==> src/rtl/tx_serial_out.sv <==
// -----------------------------------------------------------------------------
// tx_serial_out
//   Console back end for the CPU's 7-bit character output. Every rising edge
//   with a non-zero character is a push into a small circular FIFO. Queued
//   characters are sent as UART frames: one start bit, 7 data bits LSB first,
//   one stop bit, no parity. The producer is never stalled. A character that
//   arrives while the FIFO is full (and no pop frees a slot on that edge) is
//   dropped, and the sticky overflow flag is set.
//
// Ports
//   clk        : system clock, rising edge
//   reset      : asynchronous, active-low reset
//   char_in    : character from the CPU; 7'h00 means idle
//   serial_out : UART line, idle high, registered
//   busy       : high while a frame is on the line, registered
//   fifo_count : queued characters, excluding the one being shifted
//   overflow   : sticky, set when a character is dropped
// -----------------------------------------------------------------------------
module tx_serial_out #(
    parameter int DEPTH        = 8,
    parameter int CLKS_PER_BIT = 4
) (
    input  logic                   clk,
    input  logic                   reset,
    input  logic [6:0]             char_in,
    output logic                   serial_out,
    output logic                   busy,
    output logic [$clog2(DEPTH):0] fifo_count,
    output logic                   overflow
);
    localparam int PTR_W  = $clog2(DEPTH);
    localparam int BAUD_W = $clog2(CLKS_PER_BIT);
    localparam logic [BAUD_W-1:0] BAUD_LAST = BAUD_W'(CLKS_PER_BIT - 1);
    localparam logic [PTR_W:0]    FULL_CNT  = (PTR_W + 1)'(DEPTH);

    typedef enum logic [1:0] {IDLE, START, DATA, STOP} state_t;

    state_t             state, state_n;
    logic [BAUD_W-1:0]  baud, baud_n;
    logic [2:0]         idx, idx_n;
    logic [6:0]         shift;
    logic [6:0]         mem [DEPTH];
    logic [PTR_W-1:0]   wptr, rptr;
    logic               push, pop, accept;
    logic               serial_n, busy_n;
    logic               baud_end, have_data;

    assign push      = (char_in != 7'h00);
    assign baud_end  = (baud == BAUD_LAST);
    assign have_data = (fifo_count != '0);
    // A full FIFO still takes a character when the same edge pops one.
    assign accept    = push && ((fifo_count != FULL_CNT) || pop);

    always_comb begin
        state_n = state;
        baud_n  = baud;
        idx_n   = idx;
        pop     = 1'b0;
        case (state)
            IDLE: begin
                if (have_data) begin
                    pop     = 1'b1;
                    state_n = START;
                    baud_n  = '0;
                end
            end
            START: begin
                if (baud_end) begin
                    state_n = DATA;
                    idx_n   = 3'd0;
                    baud_n  = '0;
                end else begin
                    baud_n = baud + 1'b1;
                end
            end
            DATA: begin
                if (baud_end) begin
                    baud_n = '0;
                    if (idx == 3'd6) state_n = STOP;
                    else             idx_n   = idx + 3'd1;
                end else begin
                    baud_n = baud + 1'b1;
                end
            end
            STOP: begin
                if (baud_end) begin
                    baud_n = '0;
                    // Chain straight into the next start bit when more is queued.
                    if (have_data) begin
                        pop     = 1'b1;
                        state_n = START;
                    end else begin
                        state_n = IDLE;
                    end
                end else begin
                    baud_n = baud + 1'b1;
                end
            end
            default: state_n = IDLE;
        endcase

        // Line level is derived from the next state so the output flop
        // changes on the same edge as the state, keeping it glitch-free.
        // DATA is only entered from START, so shift is already loaded.
        serial_n = (state_n == DATA) ? shift[idx_n] : (state_n != START);
        busy_n   = (state_n != IDLE);
    end

    always_ff @(posedge clk or negedge reset) begin
        if (!reset) begin
            state      <= IDLE;
            baud       <= '0;
            idx        <= 3'd0;
            serial_out <= 1'b1;
            busy       <= 1'b0;
        end else begin
            state      <= state_n;
            baud       <= baud_n;
            idx        <= idx_n;
            serial_out <= serial_n;
            busy       <= busy_n;
        end
    end

    always_ff @(posedge clk or negedge reset) begin
        if (!reset) begin
            wptr       <= '0;
            rptr       <= '0;
            fifo_count <= '0;
            overflow   <= 1'b0;
        end else begin
            if (accept) wptr <= wptr + 1'b1;
            if (pop)    rptr <= rptr + 1'b1;
            case ({accept, pop})
                2'b10:   fifo_count <= fifo_count + 1'b1;
                2'b01:   fifo_count <= fifo_count - 1'b1;
                default: fifo_count <= fifo_count;
            endcase
            if (push && !accept) overflow <= 1'b1;
        end
    end

    // Storage and shift register carry data only; their contents after
    // reset are never observed before being written.
    always_ff @(posedge clk) begin
        if (accept) mem[wptr] <= char_in;
        if (pop)    shift     <= mem[rptr];
    end

endmodule

==> config.mk <==
export PLATFORM = sky130hd
export DESIGN_NAME = tx_serial_out
export DESIGN_NICKNAME = d
export VERILOG_FILES = /design/src/rtl/tx_serial_out.sv
export SDC_FILE = /design/constraint.sdc
export NUM_CORES = 1
export LEC_CHECK = 0
export CORE_MARGIN = 5
export CORE_UTILIZATION = 25
export CTS_CLUSTER_SIZE = 14
export DETAILED_ROUTE_END_ITERATION = 7
export PLACE_DENSITY = 0.47
export RECOVER_POWER = 25
export REMOVE_ABC_BUFFERS = 1
export SYNTH_ARGS = -nofsm -noshare
export SYNTH_HDL_FRONTEND = slang
export SYNTH_SLANG_ARGS = --single-unit
export TNS_END_PERCENT = 30
==> constraint.sdc <==
create_clock -name clk -period 6 [get_ports clk]
set_input_delay 0.6 -clock clk [delete_from_list [all_inputs] [get_ports clk]]
set_output_delay 0.6 -clock clk [all_outputs]
set_load 0.005 [all_outputs]
======== Yosys cells after proc, flatten, opt, wreduce, memory -nomap -nowiden ========
Memories as Yosys holds them, arrays and structs flattened. A register that Yosys moved wholly into a read port is not among the register bits.
Cells that the tools add are included.
storage, ports and cells
  bits in registers ....................... 20
  bits in latches ......................... 0
  RAM bits ................................ 56
  memory bits (read-only) ................. 0
  input port bits ......................... 9
  output and inout port bits .............. 7
  logic and storage cells ................. 61
  memories kept ........................... 1
memory list
  memory  depth  bits a word  read ports  clocked after memory_dff  write ports  line  text
  mem     8      7            1           1                         1            42    logic [6:0] mem [DEPTH];
cells by class
  add/sub/neg operators ................... 6
  multiply operators ...................... 0
  divide/modulo/power cells ............... 0
  $lt $le $gt $ge ......................... 1
  eq/ne operators ......................... 11
  shifts and indexed selects .............. 0
  mux-type cells .......................... 23
  bitwise gates (word level) .............. 0
  reduce and logical (&&, ||, !) cells .... 10
operator list
  operator                                                                      number
  2-bit two-way mux                                                             7
  2-bit == test, second input constant                                          5
  3-bit by 1-bit adder with 3-bit output, second input constant                 3
  3-bit two-way mux                                                             3
  2-bit case mux with 4 select lines                                            1
  4-bit case mux with 2 select lines                                            1
  1-bit two-way mux                                                             7
  7-bit nonzero test                                                            1
  3-bit case mux with 2 select lines                                            1
  4-bit by 1-bit adder with 4-bit output, second input constant                 1
  2-bit by 1-bit == test with 1-bit output, second input constant               2
  3-bit by 4-bit less-than comparator with 1-bit output, second input constant  1
  4-bit != test, second input constant                                          1
  2-bit case mux with 2 select lines                                            1
  2-bit nonzero test                                                            2
  4-bit nonzero test                                                            1
  4-bit by 1-bit subtractor with 4-bit output, second input constant            1
  1-bit binary-select mux with 3-bit select                                     1
  3-bit == test, second input constant                                          1
  3-bit OR reduction                                                            1
  2-bit by 1-bit adder with 2-bit output, second input constant                 1
  1-bit logical AND                                                             2
  2-bit zero test                                                               1
  2-bit by 1-bit != test with 1-bit output, second input constant               1
  other kinds (4)                                                               4

======== Logic depth before layout (Yosys ltp) ========
  depth after elaboration ................. 8
  depth in mapped cells ................... 12
  mapped depth without buffers ............ 12

======== Worst setup path before layout ========
Ideal clock, no wire load.
  kind .................................... register to register
  start ................................... reg state[0]
  end ..................................... reg fifo_count[3]
  setup time .............................. 0.080 ns
  arrival time ............................ 2.794 ns
  data required time ...................... 5.920 ns
  slack ................................... 3.126 ns
  cell stages (with the launch flop) ...... 12
  path buffers ............................ 0
  period minus slack after synthesis ...... 2.874 ns
  cell sequence ........................... dfrtp_1 -> inv_1 -> ha_1 -> nor3_2 -> nand2_1 -> inv_1 -> ha_1 -> a21o_1 -> a21oi_1 -> nor3_1 -> a21oi_2 -> xnor2_1
between the ends
  word-level cells in the longest chain between the ends .. 6
  elaborated cells on any way between the ends .. 9
  classes of those cells .................. 3 x eq/ne; 2 x mux; 4 x reduce/logical
RTL lines
  element                                                                           line  text
  start, declared                                                                   38    state_t state, state_n;
  start signal, assigned                                                            117   state <= state_n;
  2-bit == test / 2-bit zero test (equally long branches)                           59    case (state)
  1-bit case mux with 2 select lines (*)                                            59
  named net pop                                                                     44    logic push, pop, accept;
  1-bit logical OR                                                                  52    assign accept = push && ((fifo_count != FULL_CNT) || pop);
  1-bit logical AND                                                                 52
  2-bit by 1-bit == test with 1-bit output / 2-bit == test (equally long branches)  134   case ({accept, pop})
  4-bit case mux with 2 select lines / 2-bit nonzero test (equally long branches)   n/a
  end signal, assigned                                                              135   2'b10: fifo_count <= fifo_count + 1'b1;
  end signal, assigned                                                              136   2'b01: fifo_count <= fifo_count - 1'b1;
  end signal, assigned                                                              137   default: fifo_count <= fifo_count;
  end, declared                                                                     28    output logic [$clog2(DEPTH):0] fifo_count,
Mark *: on every way through the listed nets, which the timed path passes. The rest lies on a longest branch.
A chain may end at the register's enable or synchronous reset.

======== Worst setup path after layout ========
Same ends and word-level chain as after synthesis.

==> impl_metrics.toml <==
[clocking]
numCtsBuffers = 9
ctsHoldBuffers = 0
ctsRootBufferMaster = "clkbuf_16"
clock_path_buffers = 2
clk_pin_slew_worst_paths_ps = 60
tritoncts = "built"
post-cts-setup-buffers = 0
htree_num_levels = 3
clk_latency_ps = 330
post_cts_resized = 0
cts.sinks = 83

[detailed_routing]
wl_um = 6756
dr.pass1.iters = 4
via_per_inst = 4.405
vias = 1938
wl_per_cell_um = 15.35
drc = 0
drt_iter0_drc = 121
ant_nets = 0

[power_and_ir_drop]
p_leak_nw = 1.543
p_seq_share_pct = 44.3
power_mw = 2.250
p_sw_share_pct = 30.95
power.clock.fraction_pct = 26.1
p_comb_share_pct = 29.6
powerDensity_nw_per_um2 = 512.7
p_int_mw = 1.554
peakVddDrop_uv = 207.2
p_sw_uw = 696.4

[yosys]
synth_flop_cell = "edfxtp_1"
ys_ff_latch = 83
syn_area_per_cell_um2 = 16.32
syn_inst = 226
syn-cell-area_um2 = 3687
synth_edf_count = 63
yosys_warnings = 0
synth_cell_types = 46
synth_async_sr_flop_share_pct = 24.10
synth_seq_area_share_pct = 64.91

[place]
dp.cells = 424
finalWeightedCongestion = 0.7202
dp_hpwl_um = 4630
io_buffers = 15

[global_route]
grt_pass1_vias = 2114
grt_pass1_wl_um = 11590
grt_overflow = 0
grt_usage_pct = 8.394
antenna_found_initial = 0
grt_start_max_net_pins = 21

[critical_path]
reg2reg_from = "state[0]$_DFF_PN0_"
slowest_stage = "nor3_2"
required_ps = 6250
critPathCaptureType = "flip-flop"
timing_worst_setup_path_type = "reg2reg"
rrSetupSlack_ps = 2700
r2r_end = "fifo_count[3]$_DFFE_PN0P_"
worst-endpoint-arrival_ps = 3550
crit_chain = "inv_1, ha_1, nor3_2, nand2_1, inv_1, ha_1, a21o_1, a21oi_1, nor3_1, a21oi_2, xnor2_1"
cp-start-kind = "flip-flop"
critPathLaunch = "state[0]$_DFF_PN0_"
rr_worst_depth = 11
cp_max_fo = 13
crit_end = "fifo_count[3]$_DFFE_PN0P_"
slowest_delay_ps = 830

[run_status]
outcome = "completed"

[sta]
slew_headroom_pct = 32.11
tightestPinTransition_ps = 1018
period_share_pct = 54.93
fin_setup_tns_ps = 0
max_freq_mhz = 303.4
worst_hold_slack_ps = 502.2
fin_skew_ps = 5.861
maxSlewViolCount = 0
rsz0062_at_grt = "no"
fin_crit_ps = 3296
setup_viol = 0
hold_viol_final = 0

[die]
die_area_um2 = 17280
core_um2 = 14480
num_rows = 44
die_w_um = 131.4
die_h_um = 131.4
ios = 16
start_util_pct = 25.47

[final_layout]
final-instance-count-excl-fill = 440
layout-drive-gt1-share_pct = 21.88
final_util_pct = 30.31
diodes = 0
fill_cells = 1438
multiInputGateArea_um2 = 1211
area_delta_synth_final_pct = 19.04
seq_area_um2 = 2394
nNetsFinal = 273

[flow_run]
cap_violations = 0

[worst_hold_path]
hp-class = "reg2reg"
flip-flops by register name, indices dropped and copies added (netlist names):
register	cells
serial_out	1
baud	2
busy	1
idx	3
fifo_count	4
shift	7
mem	56
overflow	1
rptr	3
wptr	3
state	2
stage by stage:
stage	setup slack, ps	cell area [um2]
after global placement	2606	4071
after floorplan	3126	3654
after detailed placement	2558	4071
final	2704	4389
after CTS	2644	4389
after global routing	2354	4389
kinds of logic after synthesis:
| logic type | after synthesis | synth area share [%] |
|---|---|---|
| flip-flops | 83 | 64.91 |
| AND/OR/NAND/NOR | 49 | 7.635 |
| AO/OA/AOI/OAI | 28 | 6.379 |
| multiplexers | 27 | 12.56 |
| buffers and inverters | 19 | 2.239 |
| adder cells (fa/ha/maj) | 13 | 4.615 |
| XOR/XNOR | 7 | 1.663 |
critical path: cells and delay by family (launching register included):
family | cells | cell delay, ps
AO/OA/AOI/OAI | 3 | 520
buffers and inverters | 2 | 320
adder cells (fa/ha/maj) | 2 | 660
XOR/XNOR | 1 | 120
flip-flops | 1 | 430
AND/OR/NAND/NOR | 3 | 1170
routing by layer:
metal / up-vias / global-route usage (%) / wire length [um]
met5: - / 0 / 0
met4: 0 / 2.514 / 87
met3: 7 / 2.676 / 190
met2: 25 / 13.69 / 3354
met1: 987 / 10.72 / 3123
li1: 919 / - / -
worst min-delay path by stage:
stage	from	end	slack (ps)	depth (start not counted)
2_1_floorplan	reset	baud[0]$_DFFE_PN0P_	300	0
3_3_place_gp	baud[1]$_DFFE_PN0P_	baud[1]$_DFFE_PN0P_	490	2
3_5_place_dp	baud[1]$_DFFE_PN0P_	baud[1]$_DFFE_PN0P_	500	2
4_1_cts	baud[1]$_DFFE_PN0P_	baud[1]$_DFFE_PN0P_	510	2
5_1_grt	baud[1]$_DFFE_PN0P_	baud[1]$_DFFE_PN0P_	540	2
6_report	baud[1]$_DFFE_PN0P_	baud[1]$_DFFE_PN0P_	500	2
area by class of cell:
| class | instances | area share, % |
|---|---|---|
| clock inverter | 6 | 2.024 |
| tap | 184 | 5.245 |
| sequential | 83 | 54.53 |
| multi-input combinational | 124 | 27.59 |
| clock buffer | 10 | 5.217 |
| inverter | 13 | 1.112 |
| timing repair buffer | 20 | 4.276 |
cells in the mapped netlist (2+ instances only):
cell type / instances / area, um2
edfxtp_1: 63 / 1892
mux2_2: 10 / 112.6
o21ai_1: 2 / 10.01
nor4_4: 2 / 42.54
nand3_1: 5 / 25.02
mux2i_1: 2 / 20.02
inv_1: 13 / 48.80
xnor2_1: 5 / 43.79
mux4_2: 14 / 315.3
dfrtp_1: 19 / 475.5
buf_2: 3 / 15.01
o211ai_1: 2 / 15.01
nor3_1: 9 / 45.04
xor2_1: 2 / 17.52
nand2b_1: 5 / 31.28
and2_1: 2 / 12.51
ha_1: 12 / 150.1
a21oi_1: 8 / 40.04
nand2_1: 10 / 37.54
o21a_1: 2 / 15.01
nor2_1: 10 / 37.54
a221oi_2: 2 / 30.03
power groups by stage:
stage / Combinational, mW / Sequential [mW] / Clock [mW]
final: 0.667 / 0.996 / 0.587
after global routing: 0.744 / 1.03 / 0.626
after CTS: 0.686 / 1.01 / 0.601
after detailed placement: 0.684 / 1.02 / 0
after global placement: 0.680 / 1.01 / 0
after floorplan: 0.480 / 0.963 / 0
layout by cell type, fill, tap and decap left out, types with 8 or more instances in the layout:
cell and count:
nor2_1 10, edfxtp_1 63, nand2_1 10, clkdlybuf4s50_1 9, mux2_2 10, inv_1 13
nor3_1 9, clkbuf_16 9, dfrtp_1 19, a21oi_1 8, ha_1 12, mux4_2 14
Power figures use the tool's default switching activity.
==> variant, RTL diff (same flow settings) <==
The output `serial_out` loses its register stage (`serial_out` becomes a continuous assignment). Comments in the files are not updated.
--- a/src/rtl/tx_serial_out.sv
+++ b/src/rtl/tx_serial_out.sv
@@ -111,16 +111,16 @@
             state      <= IDLE;
             baud       <= '0;
             idx        <= 3'd0;
-            serial_out <= 1'b1;
             busy       <= 1'b0;
         end else begin
             state      <= state_n;
             baud       <= baud_n;
             idx        <= idx_n;
-            serial_out <= serial_n;
             busy       <= busy_n;
         end
     end
+
+    assign serial_out = serial_n;
 
     always_ff @(posedge clk or negedge reset) begin
         if (!reset) begin
Formal check against the unedited RTL: not equivalent (a bounded check fails within 4 cycles, from zero or initial values and one cycle with reset low).
==> variant against the original RTL <==
Core utilization decreased by 0.34 points. Clock skew about the same. Critical path type is now flop to output pin. Area after synthesis fell by 0.71%. Clock power fell by 12%. Worst hold slack gained 13 ps. Routed wire length is 0.46% lower. Setup slack worse by 460 ps. Sequential cell count decreased by 1. Combinational power increased by 2%. Highest routed layer unchanged. Design area fell by 1.5%. Total power fell by 3.5%.
==> variant: results (changes against the original RTL) <==
| Metric | Value |
|---|---|
| Outcome | `finished, final reports clean` |
| Top post-synthesis cells by area | `edfxtp_1 (52%), dfrtp_1 (13%), mux4_2 (8.6%)` |
| Post-synthesis sequential area ratio | `64.7% (-0.25 points)` |
| Nets | `272 (-0.37%)` |
| Met3 wire length | `247 µm (+30%)` |
| Vias in the first global route | `1984 (-6.1%)` |
| Worst path max stage delay | `460 ps (-370 ps)` |
| Met2 wire length | `3290 µm (-1.9%)` |
| First-pass GRT wire length | `10800 µm (-6.8%)` |
| Relative max-transition margin | `32.0% (-0.090 points)` |
| Met3 usage | `3.13% (+0.45 points)` |
| Final Skew | `5.70 ps (-0.161 ps)` |
| Total track usage | `8.60% (+0.21 points)` |
| Final wirelength | `6730 µm (-0.46%)` |
| Critical Path AT | `3150 ps (-400 ps)` |
| Post-DP HPWL | `4590 µm (-0.93%)` |
| Synth unique cells | `45 (-2.2%)` |
| Clk buf depth | `2 (unchanged)` |
| GPL Wtd Cong | `0.732 (+1.7%)` |
| Worst IR drop on VDD | `0.168 mV (-19%)` |
| Synthesized instance count | `225 (-0.44%)` |
| Clock network power share | `23.7% (-2.4 points)` |
| Critical path capture point | `serial_out` |
| Ys async rst share | `23.2% (-0.93 points)` |
| Met1 Track Usage GR | `10.9% (+0.20 points)` |
| Sequential Power Share | `45.0% (+0.7 points)` |
| Met2 usage | `13.7% (+0.025 points)` |
| DR vias | `1907 (-1.6%)` |
| Largest net degree at the start of global routing | `20 (-4.8%)` |
| Share of cells above drive strength 1 | `22.0% (+0.086 points)` |
| Psw | `705 µW (+1.2%)` |
| CP max-delay cell | `clkdlybuf4s50_1` |
| R2R Setup Slk | `2650 ps (-50 ps)` |
| Placed cells | `423 (-0.24%)` |
| Top-area cell type share of the netlist area | `51.7% (+0.37 points)` |
| IO Port Bufs | `15 (unchanged)` |
| Critical path peak fanout | `7 (-6)` |
| Drt first-iter violations | `110 (-9.1%)` |
| Static leakage | `1.52 nW (-1.5%)` |
| Top FF cell, synth | `edfxtp_1` |
| Wl on met1 | `3090 µm (-0.93%)` |
| Setup bufs post-CTS | `0 (unchanged)` |
| Post-Layout Cell Count | `439 (-0.23%)` |
variant: changes by cell type after synthesis:
cell	unedited run	this run
dfstp_2	1	0
variant: logic make-up after synthesis:
kind of cell | after synthesis | share of synthesized area [%]
compound gates | 28 | 6.43
xor+xnor | 7 | 1.67
fa+ha+maj | 13 | 4.65
buf+inv | 19 | 2.26
flops | 82 | 64.7
mux | 27 | 12.6
simple gates | 49 | 7.69
variant: final cells by class:
cell class | count | area (µm²)
sequential | 82 | 2370
fill | 1468 | 10100
timing repair buffer | 20 | 188
tap | 184 | 230
clock inverter | 6 | 48.8
inverter | 13 | 48.8
clock buffer | 10 | 229
multi-input combinational | 124 | 1210
variant: through the flow:
step	setup WS, ps	power (mW)	utilization, %	cell area [µm²]	hold WS, ps
floorplan	3130	1.43	-	3630	304
global placement	2610	1.68	28.0	4050	494
detailed placement	2530	1.69	28.0	4050	511
CTS	2200	2.22	30.0	4320	527
global route	2000	2.31	30.0	4320	547
finish	2250	2.17	30.0	4320	516
